### config.mk
export PLATFORM = sky130hd
export DESIGN_NAME = mem_arbiter
export DESIGN_NICKNAME = d
export VERILOG_FILES = /design/src/rtl/mem_arbiter.sv
export SDC_FILE = /design/constraint.sdc
export NUM_CORES = 1
export LEC_CHECK = 0
export ABC_AREA = 1
export BUFFER_PORTS_ARGS = -buffer_cell sky130_fd_sc_hd__buf_2
export CORE_ASPECT_RATIO = 1.5
export CORE_MARGIN = 4
export CORE_UTILIZATION = 43
export CTS_CLUSTER_DIAMETER = 40
export DETAILED_ROUTE_END_ITERATION = 8
export PLACE_DENSITY = 0.76
export SLEW_MARGIN = 0
export SYNTH_ARGS = -nofsm -noshare
export SYNTH_HDL_FRONTEND = slang
export SYNTH_SLANG_ARGS = --single-unit
### constraint.sdc
create_clock -name clk -period 1.24 [get_ports clk]
set_clock_uncertainty 0.2 [all_clocks]
set_input_delay 0.186 -clock clk [delete_from_list [all_inputs] [get_ports clk]]
set_output_delay 0.186 -clock clk [all_outputs]
set_load 0.005 [all_outputs]
### src/rtl/mem_arbiter.sv
// Round-robin arbiter giving CPU port A and loader port B shared access to a byte memory.
// Read acks on the third edge counting the grant edge, write acks on the second; outputs registered.
module mem_arbiter #(
  parameter int addr_width = 9
) (
  input  logic                  clk,
  input  logic                  reset,
  input  logic                  a_req,
  input  logic                  a_we,
  input  logic [addr_width-1:0] a_addr,
  input  logic [7:0]            a_wdata,
  output logic                  a_ack,
  output logic [7:0]            a_rdata,
  input  logic                  b_req,
  input  logic                  b_we,
  input  logic [addr_width-1:0] b_addr,
  input  logic [7:0]            b_wdata,
  output logic                  b_ack,
  output logic [7:0]            b_rdata,
  output logic [addr_width-1:0] mem_raddr,
  output logic [addr_width-1:0] mem_waddr,
  output logic                  mem_write,
  output logic [7:0]            mem_data_in,
  input  logic [7:0]            mem_data_out,
  output logic                  busy,
  output logic                  grant_b
);

  typedef enum logic [1:0] {IDLE, RD_WAIT, RD_DATA, WR} state_t;

  state_t                state_q, state_d;
  logic                  a_ack_q, a_ack_d;
  logic                  b_ack_q, b_ack_d;
  logic [7:0]            a_rdata_q, a_rdata_d;
  logic [7:0]            b_rdata_q, b_rdata_d;
  logic [addr_width-1:0] mem_raddr_q, mem_raddr_d;
  logic [addr_width-1:0] mem_waddr_q, mem_waddr_d;
  logic                  mem_write_q, mem_write_d;
  logic [7:0]            mem_data_in_q, mem_data_in_d;
  logic                  busy_q, busy_d;
  logic                  grant_b_q, grant_b_d;

  logic                  elig_a, elig_b, grant, win_b, win_we;
  logic [addr_width-1:0] win_addr;
  logic [7:0]            win_wdata;

  // A port still seeing its own ack is finishing, not asking again.
  always_comb begin
    elig_a    = a_req & ~a_ack_q;
    elig_b    = b_req & ~b_ack_q;
    grant     = elig_a | elig_b;
    win_b     = elig_b & (~elig_a | ~grant_b_q);
    win_we    = win_b ? b_we    : a_we;
    win_addr  = win_b ? b_addr  : a_addr;
    win_wdata = win_b ? b_wdata : a_wdata;
  end

  always_ff @(posedge clk) begin
    if (reset) state_q <= IDLE;
    else       state_q <= state_d;
  end

  always_comb begin
    state_d = state_q;
    case (state_q)
      IDLE:    if (grant) state_d = win_we ? WR : RD_WAIT;
      RD_WAIT: state_d = RD_DATA;
      RD_DATA: state_d = IDLE;
      WR:      state_d = IDLE;
      default: state_d = IDLE;
    endcase
  end

  always_comb begin
    a_ack_d       = 1'b0;
    b_ack_d       = 1'b0;
    mem_write_d   = 1'b0;
    a_rdata_d     = a_rdata_q;
    b_rdata_d     = b_rdata_q;
    mem_raddr_d   = mem_raddr_q;
    mem_waddr_d   = mem_waddr_q;
    mem_data_in_d = mem_data_in_q;
    grant_b_d     = grant_b_q;
    busy_d        = (state_d != IDLE);
    case (state_q)
      IDLE: begin
        if (grant) begin
          grant_b_d = win_b;
          if (win_we) begin
            mem_waddr_d   = win_addr;
            mem_data_in_d = win_wdata;
          end else begin
            mem_raddr_d = win_addr;
          end
        end
      end
      // grant_b_q still names the port being served until the next grant.
      RD_DATA: begin
        if (grant_b_q) begin
          b_rdata_d = mem_data_out;
          b_ack_d   = 1'b1;
        end else begin
          a_rdata_d = mem_data_out;
          a_ack_d   = 1'b1;
        end
      end
      WR: begin
        mem_write_d = 1'b1;
        if (grant_b_q) b_ack_d = 1'b1;
        else           a_ack_d = 1'b1;
      end
      default: ;
    endcase
  end

  always_ff @(posedge clk) begin
    if (reset) begin
      a_ack_q       <= 1'b0;
      b_ack_q       <= 1'b0;
      a_rdata_q     <= '0;
      b_rdata_q     <= '0;
      mem_raddr_q   <= '0;
      mem_waddr_q   <= '0;
      mem_write_q   <= 1'b0;
      mem_data_in_q <= '0;
      busy_q        <= 1'b0;
      grant_b_q     <= 1'b1;
    end else begin
      a_ack_q       <= a_ack_d;
      b_ack_q       <= b_ack_d;
      a_rdata_q     <= a_rdata_d;
      b_rdata_q     <= b_rdata_d;
      mem_raddr_q   <= mem_raddr_d;
      mem_waddr_q   <= mem_waddr_d;
      mem_write_q   <= mem_write_d;
      mem_data_in_q <= mem_data_in_d;
      busy_q        <= busy_d;
      grant_b_q     <= grant_b_d;
    end
  end

  assign a_ack       = a_ack_q;
  assign b_ack       = b_ack_q;
  assign a_rdata     = a_rdata_q;
  assign b_rdata     = b_rdata_q;
  assign mem_raddr   = mem_raddr_q;
  assign mem_waddr   = mem_waddr_q;
  assign mem_write   = mem_write_q;
  assign mem_data_in = mem_data_in_q;
  assign busy        = busy_q;
  assign grant_b     = grant_b_q;

endmodule
==> flow_metrics.env, run 1 <==
export IMPL_h_tree_depth=2
export IMPL_place_inst=502
export IMPL_muxShareOfSynthArea_pct=0
export IMPL_p_int_mw=3.12
export IMPL_async_flop_share_pct=0
export IMPL_final_cells=541
export IMPL_rsz0062_at_grt="yes"
export IMPL_grt_pass1_wl_um=10300
export IMPL_clock_power_share_pct=24.5
export IMPL_yosysWarnings=0
export IMPL_antenna_found_initial=0
export IMPL_hp_class="in2reg"
export IMPL_min_path_cells=5
export IMPL_cp_required_ps=1250
export IMPL_final_seq_area_um2=991
export IMPL_crit_path_start_kind="flop"
export IMPL_power_density_nw_per_um2=1270
export IMPL_numCtsBuffers=5
export IMPL_mostFrequentLayoutCell="buf_2"
export IMPL_syn_area_per_cell_um2=6.77
export IMPL_p_sw_mw=1.52
export IMPL_grt_max_degree=21
export IMPL_grt_pass1_vias=2351
export IMPL_reg2regPathDepth=8
export IMPL_synth_top_family_by_area="simple AND/OR/NAND/NOR gates"
export IMPL_routabilityCongestion=0.842
export IMPL_outcome="finished, violations left"
export IMPL_drc_errors=0
export IMPL_syn_nets=380
export IMPL_num_vias=2582
export IMPL_synth_simple_area_share_pct=35.0
export IMPL_maxCapViolations=0
export IMPL_multi_input_area_um2=1240
export IMPL_dp_hpwl_um=4330
export IMPL_worstSetupPathType="reg2reg"
export IMPL_layout_common_cells="buf_2, nand2_1, nor2_1"
export IMPL_period_share_pct=125
export IMPL_clock_fmax_mhz=645
export IMPL_rows=32
export IMPL_cts_sinks=49
export IMPL_hold_viol=2
export IMPL_clock_root_buffer="clkbuf_8"
export IMPL_io_pins=95
export IMPL_setup_ws_ps=-311
export IMPL_fin_crit_ps=1550
export IMPL_wl_um=6780
export IMPL_first_pass_iters=4
export IMPL_synthCells=332
export IMPL_track_usage_pct=20.3
export IMPL_dieArea_um2=6470
export IMPL_fin_hold_ws_ps=-9.87
export IMPL_synth_xor_area_share_pct=0
export IMPL_route_antenna_remaining_nets=0
export IMPL_p_leak_nw=1.90
export IMPL_yosysSeqAreaShare_pct=43.6
export IMPL_p_comb_share_pct=35.1
export IMPL_fillers=403
export IMPL_die_x_um=67.0
export IMPL_endpoint_kind="flop"
export IMPL_synth_ff_type="dfxtp_1"
export IMPL_drt_iter0_drc=116
export IMPL_setup_viol=33
export IMPL_core_area_um2=5120
export IMPL_slew_violations=0
export IMPL_synthAdderAreaFrac_pct=0
export IMPL_synth_area_um2=2250
export IMPL_clk_latency_ps=310
export IMPL_grt_overflow_total=0
export IMPL_crit_fanout=4
export IMPL_area_growth_syn_to_layout_pct=62.5
export IMPL_clk_path_buf_depth=2
export IMPL_violations="negative hold slack, negative setup slack"
export IMPL_start_util_pct=43.9
export IMPL_clk_pin_slew_ps=90
export IMPL_ys_seq_elements=49
export IMPL_cts_tree="done"
export IMPL_netSwitchingFraction_pct=32.8
export IMPL_crit_arrival_ps=1560
export IMPL_io_buffers=94
export IMPL_synth_edff_count=0
export IMPL_fp_dieH_um=96.6
export IMPL_synth_compound_area_share_pct=8.79
export IMPL_nets=520
export IMPL_wire_per_inst_um=12.5
export IMPL_synth_cell_type_count=20
export IMPL_worst_pin_slew_ps=227
export IMPL_p_seq_share_pct=40.4
export IMPL_antenna_cells=0
export IMPL_relSlewSlack_pct=84.8
export IMPL_ir_worst_vdd_mv=0.705
export IMPL_layout_drive_gt1_share_pct=41.2
export IMPL_avgViaCountPerCell=4.77
==> stage by stage <==
step	util, %	setup TNS [ps]	setup WS, ps	instance area [um^2]	power [mW]
detailed placement	57.9	-7310	-259	2970	3.08
global route	71.3	-10010	-371	3650	4.88
finish	71.3	-6850	-311	3650	4.64
CTS	67.8	-5450	-214	3480	4.48
floorplan	-	-2780	-120	2300	2.60
global placement	57.9	-6440	-228	2970	3.05
==> what timing repair did <==
item                                    CTS  global route
buffers inserted                          7             4
pin swaps                                20             8
hold buffers                             13             0
hold endpoints to repair                 20             0
gates cloned                              7             2
endpoints found under the setup margin   47            48
resized for setup                        59            30
==> registers in the layout, summed over array words and instances (netlist names) <==
name and cells:
a_ack 1, mem_data_in 8, b_rdata 8, mem_raddr 9, state_q 2, busy 1
mem_waddr 9, mem_write 1, a_rdata 8, grant_b 1, b_ack 1
==> final timing paths <==
check | slack [ps] | start | to
setup reg to reg | -310 | b_ack$_SDFF_PP0_ | mem_raddr[3]$_SDFFE_PP0P_
hold reg to reg | 250 | b_rdata[4]$_SDFFE_PP0P_ | b_rdata[4]$_SDFFE_PP0P_
hold / removal | -10 | a_wdata[2] | mem_data_in[2]$_SDFFE_PP0P_
setup / recovery | -310 | b_ack$_SDFF_PP0_ | mem_raddr[3]$_SDFFE_PP0P_
==> layout make-up <==
class | count | area share, %
clock buffer | 7 | 2.94
sequential | 49 | 27.1
timing repair buffer | 141 | 27.5
multi-input combinational | 221 | 33.9
tap | 68 | 2.33
clock inverter | 1 | 0.205
inverter | 54 | 6.03
==> power groups by stage <==
stage	Sequential [mW]	Clock (mW)	Combinational (mW)
finish	1.87	1.13	1.63
global route	1.89	1.20	1.79
CTS	1.87	1.15	1.46
detailed placement	1.90	0	1.18
global placement	1.90	0	1.15
floorplan	1.92	0	0.675
==> critical path, cell delays in order, from the launching register on <==
cell       delay [ps]
dfxtp_4           370
inv_2              60
nand2_4            50
a21oi_4           230
buf_6             170
clkbuf_16         140
nand3_1           100
nand2_1            90
nor2_1             40
==> routing by layer <==
layer  track usage (%)  routed length, um  up-vias
li1                  -                  -     1296
met1              23.1               2530     1165
met2              36.9               3640      102
met3              3.82                441       19
met4              7.45                160        0
met5                 0                  0        -
==> logic make-up (layout without fill, tap and decap cells) <==
group,count (synthesis),count (layout)
simple gates,179,184
buf+inv,67,203
flops,49,49
compound gates,37,37
==> synth_stat cells, types with 2 or more instances <==
cell | number | share of area (%)
clkinv_1 | 2 | 0.33
inv_1 | 49 | 8.2
nand3_2 | 2 | 0.89
a21oi_1 | 18 | 4.0
inv_2 | 3 | 0.50
nand2_1 | 83 | 14
clkbuf_1 | 3 | 0.50
nand2_2 | 2 | 0.56
buf_2 | 7 | 1.6
dfxtp_1 | 49 | 44
o21ai_0 | 17 | 3.8
nand2_4 | 2 | 1.0
nor2_1 | 56 | 9.3
buf_6 | 3 | 1.5
nor2_4 | 2 | 1.0
nand3_1 | 30 | 6.7
No activity file was read; power rests on OpenSTA's default activity.
==> run 2, diff against run 1 <==
--- a/config.mk
+++ b/config.mk
@@ -7,12 +7,14 @@
 export LEC_CHECK = 0
 export ABC_AREA = 1
 export BUFFER_PORTS_ARGS = -buffer_cell sky130_fd_sc_hd__buf_2
+export CELL_PAD_IN_SITES_DETAIL_PLACEMENT = 0
+export CELL_PAD_IN_SITES_GLOBAL_PLACEMENT = 1
 export CORE_ASPECT_RATIO = 1.5
 export CORE_MARGIN = 4
-export CORE_UTILIZATION = 43
+export CORE_UTILIZATION = 29
 export CTS_CLUSTER_DIAMETER = 40
 export DETAILED_ROUTE_END_ITERATION = 8
-export PLACE_DENSITY = 0.76
+export PLACE_DENSITY_LB_ADDON = 0.1
 export SLEW_MARGIN = 0
 export SYNTH_ARGS = -nofsm -noshare
 export SYNTH_HDL_FRONTEND = slang
==> flow_metrics.env, run 2 (synthesis results as in run 1) <==
export IMPL_worstSetupPathType="reg2reg"
export IMPL_core_area_um2=7560
export IMPL_fp_dieH_um=116
export IMPL_violations="negative setup slack"
export IMPL_routabilityCongestion=0.736
export IMPL_endpoint_kind="flop"
export IMPL_top_layer="met4"
export IMPL_min_from="b_wdata[3]"
export IMPL_area_growth_syn_to_layout_pct=54.9
export IMPL_relSlewSlack_pct=84.2
export IMPL_grt_overflow_total=0
export IMPL_route_antenna_remaining_nets=0
export IMPL_pre_cts_ws_ps=-282
export IMPL_dieArea_um2=9260
export IMPL_r2r_start="a_ack$_SDFF_PP0_"
export IMPL_wl_um=6350
export IMPL_dr_wl_met3_um=371
export IMPL_grt_pass1_vias=2195
export IMPL_avgViaCountPerCell=4.22
export IMPL_clock_root_buffer="clkbuf_16"
export IMPL_crit_path_start_kind="flop"
export IMPL_io_pins=95
export IMPL_start_util_pct=29.7
export IMPL_hp_class="in2reg"
export IMPL_grt_pass1_wl_um=9980
export IMPL_cp_required_ps=1220
export IMPL_setup_ws_ps=-178
export IMPL_drt_iter0_drc=65
export IMPL_num_vias=2364
export IMPL_ir_worst_vdd_mv=0.541
export IMPL_dp_hpwl_um=4660
export IMPL_clock_fmax_mhz=705
export IMPL_period_share_pct=114
export IMPL_r2r_slack_ps=-180
export IMPL_fin_crit_ps=1420
export IMPL_cts_sinks=49
export IMPL_drc_errors=0
export IMPL_io_buffers=94
export IMPL_rows=39
export IMPL_worst_pin_slew_ps=238
export IMPL_layout_drive_gt1_share_pct=37.3
export IMPL_layout_common_cells="buf_2, nand2_1, nor2_1"
export IMPL_min_path_cells=5
export IMPL_crit_arrival_ps=1400
export IMPL_reg2regPathDepth=9
export IMPL_antenna_found_initial=0
export IMPL_r2r_end="mem_waddr[6]$_SDFFE_PP0P_"
export IMPL_track_usage_pct=13.7
export IMPL_fin_setup_tns_ps=-4560
export IMPL_setup_viol=33
export IMPL_fillers=800
export IMPL_wl_met1_um=2710
export IMPL_wire_per_inst_um=11.3
export IMPL_rsz0062_at_grt="yes"
export IMPL_clk_pin_slew_ps=60
export IMPL_crit_fanout=5
export IMPL_first_pass_iters=4
export IMPL_power_density_nw_per_um2=1360
export IMPL_p_leak_nw=1.84
export IMPL_antenna_cells=0
export IMPL_setup_worst_path_start="a_ack$_SDFF_PP0_"
export IMPL_slew_violations=0
export IMPL_h_tree_depth=2
export IMPL_grt_max_degree=19
export IMPL_hold_path_end="mem_data_in[3]$_SDFFE_PP0P_"
export IMPL_die_x_um=79.9
export IMPL_route_met2_wl_um=3180
export IMPL_mostFrequentLayoutCell="buf_2"
export IMPL_cts_tree="done"
export IMPL_hold_viol=0
export IMPL_clk_path_buf_depth=2
export IMPL_nets=506
export IMPL_maxCapViolations=0
export IMPL_clk_latency_ps=290
export IMPL_outcome="finished, violations left"
export IMPL_numCtsBuffers=5
run 2: per-layer routing:
metal  global-route usage, %  vias to the layer above
met3                    3.50                        9
met2                    24.1                       69
met1                    16.0                     1023
met4                    4.74                        0
li1                        -                     1263
met5                       0                        -
run 2: cell type report:
class	instances	area [um^2]	area share (%)
clock buffers	5	125	3.59
clock inverters	2	35.0	1.01
inverters	54	215	6.18
multi-input cells	217	1130	32.6
flip-flops and latches	49	988	28.4
well taps	102	128	3.67
repair buffers	131	857	24.6
run 2: power breakdown:
group	internal (mW)	total (mW)	switching, mW
clock network	0.937	1.51	0.576
registers	1.77	1.87	0.0954
logic	0.640	1.37	0.733
run 2: worst max path at each step:
stage	end
global route	mem_data_in[5]$_SDFFE_PP0P_
detailed placement	mem_waddr[6]$_SDFFE_PP0P_
CTS	mem_waddr[6]$_SDFFE_PP0P_
finish	mem_waddr[6]$_SDFFE_PP0P_
floorplan	mem_raddr[1]$_SDFFE_PP0P_
global placement	mem_waddr[5]$_SDFFE_PP0P_
run 2: repair_timing:
action / 4_1_cts / 5_1_grt
endpoints found under the hold margin: 18 / 0
hold buffers: 9 / 0
pin swaps: 3 / 3
cloned: 3 / 1
gates resized for setup: 40 / 20
setup buffers: 2 / 3
endpoints found under the setup margin: 46 / 45
run 2: worst max-delay path, cell delays in order, from the launching register on:
cell	delay (ps)
dfxtp_2	330
clkinv_4	60
nand3_4	100
nand2_4	130
buf_6	140
nand2_1	50
nand2_1	90
nand3_1	90
nand2_1	80
nor2_1	40
run 2: stage by stage:
stage               area, um^2  total power, mW  instances  utilization [%]  hold WS (ps)
floorplan                 2300             2.60        332                -          55.1
global placement          3000             3.08        536             39.6           228
detailed placement        3000             3.09        536             39.6           232
CTS                       3370             4.76        557             44.6          7.12
global route              3480             5.06        560             46.0          36.7
finish                    3480             4.75        560             46.0          10.0
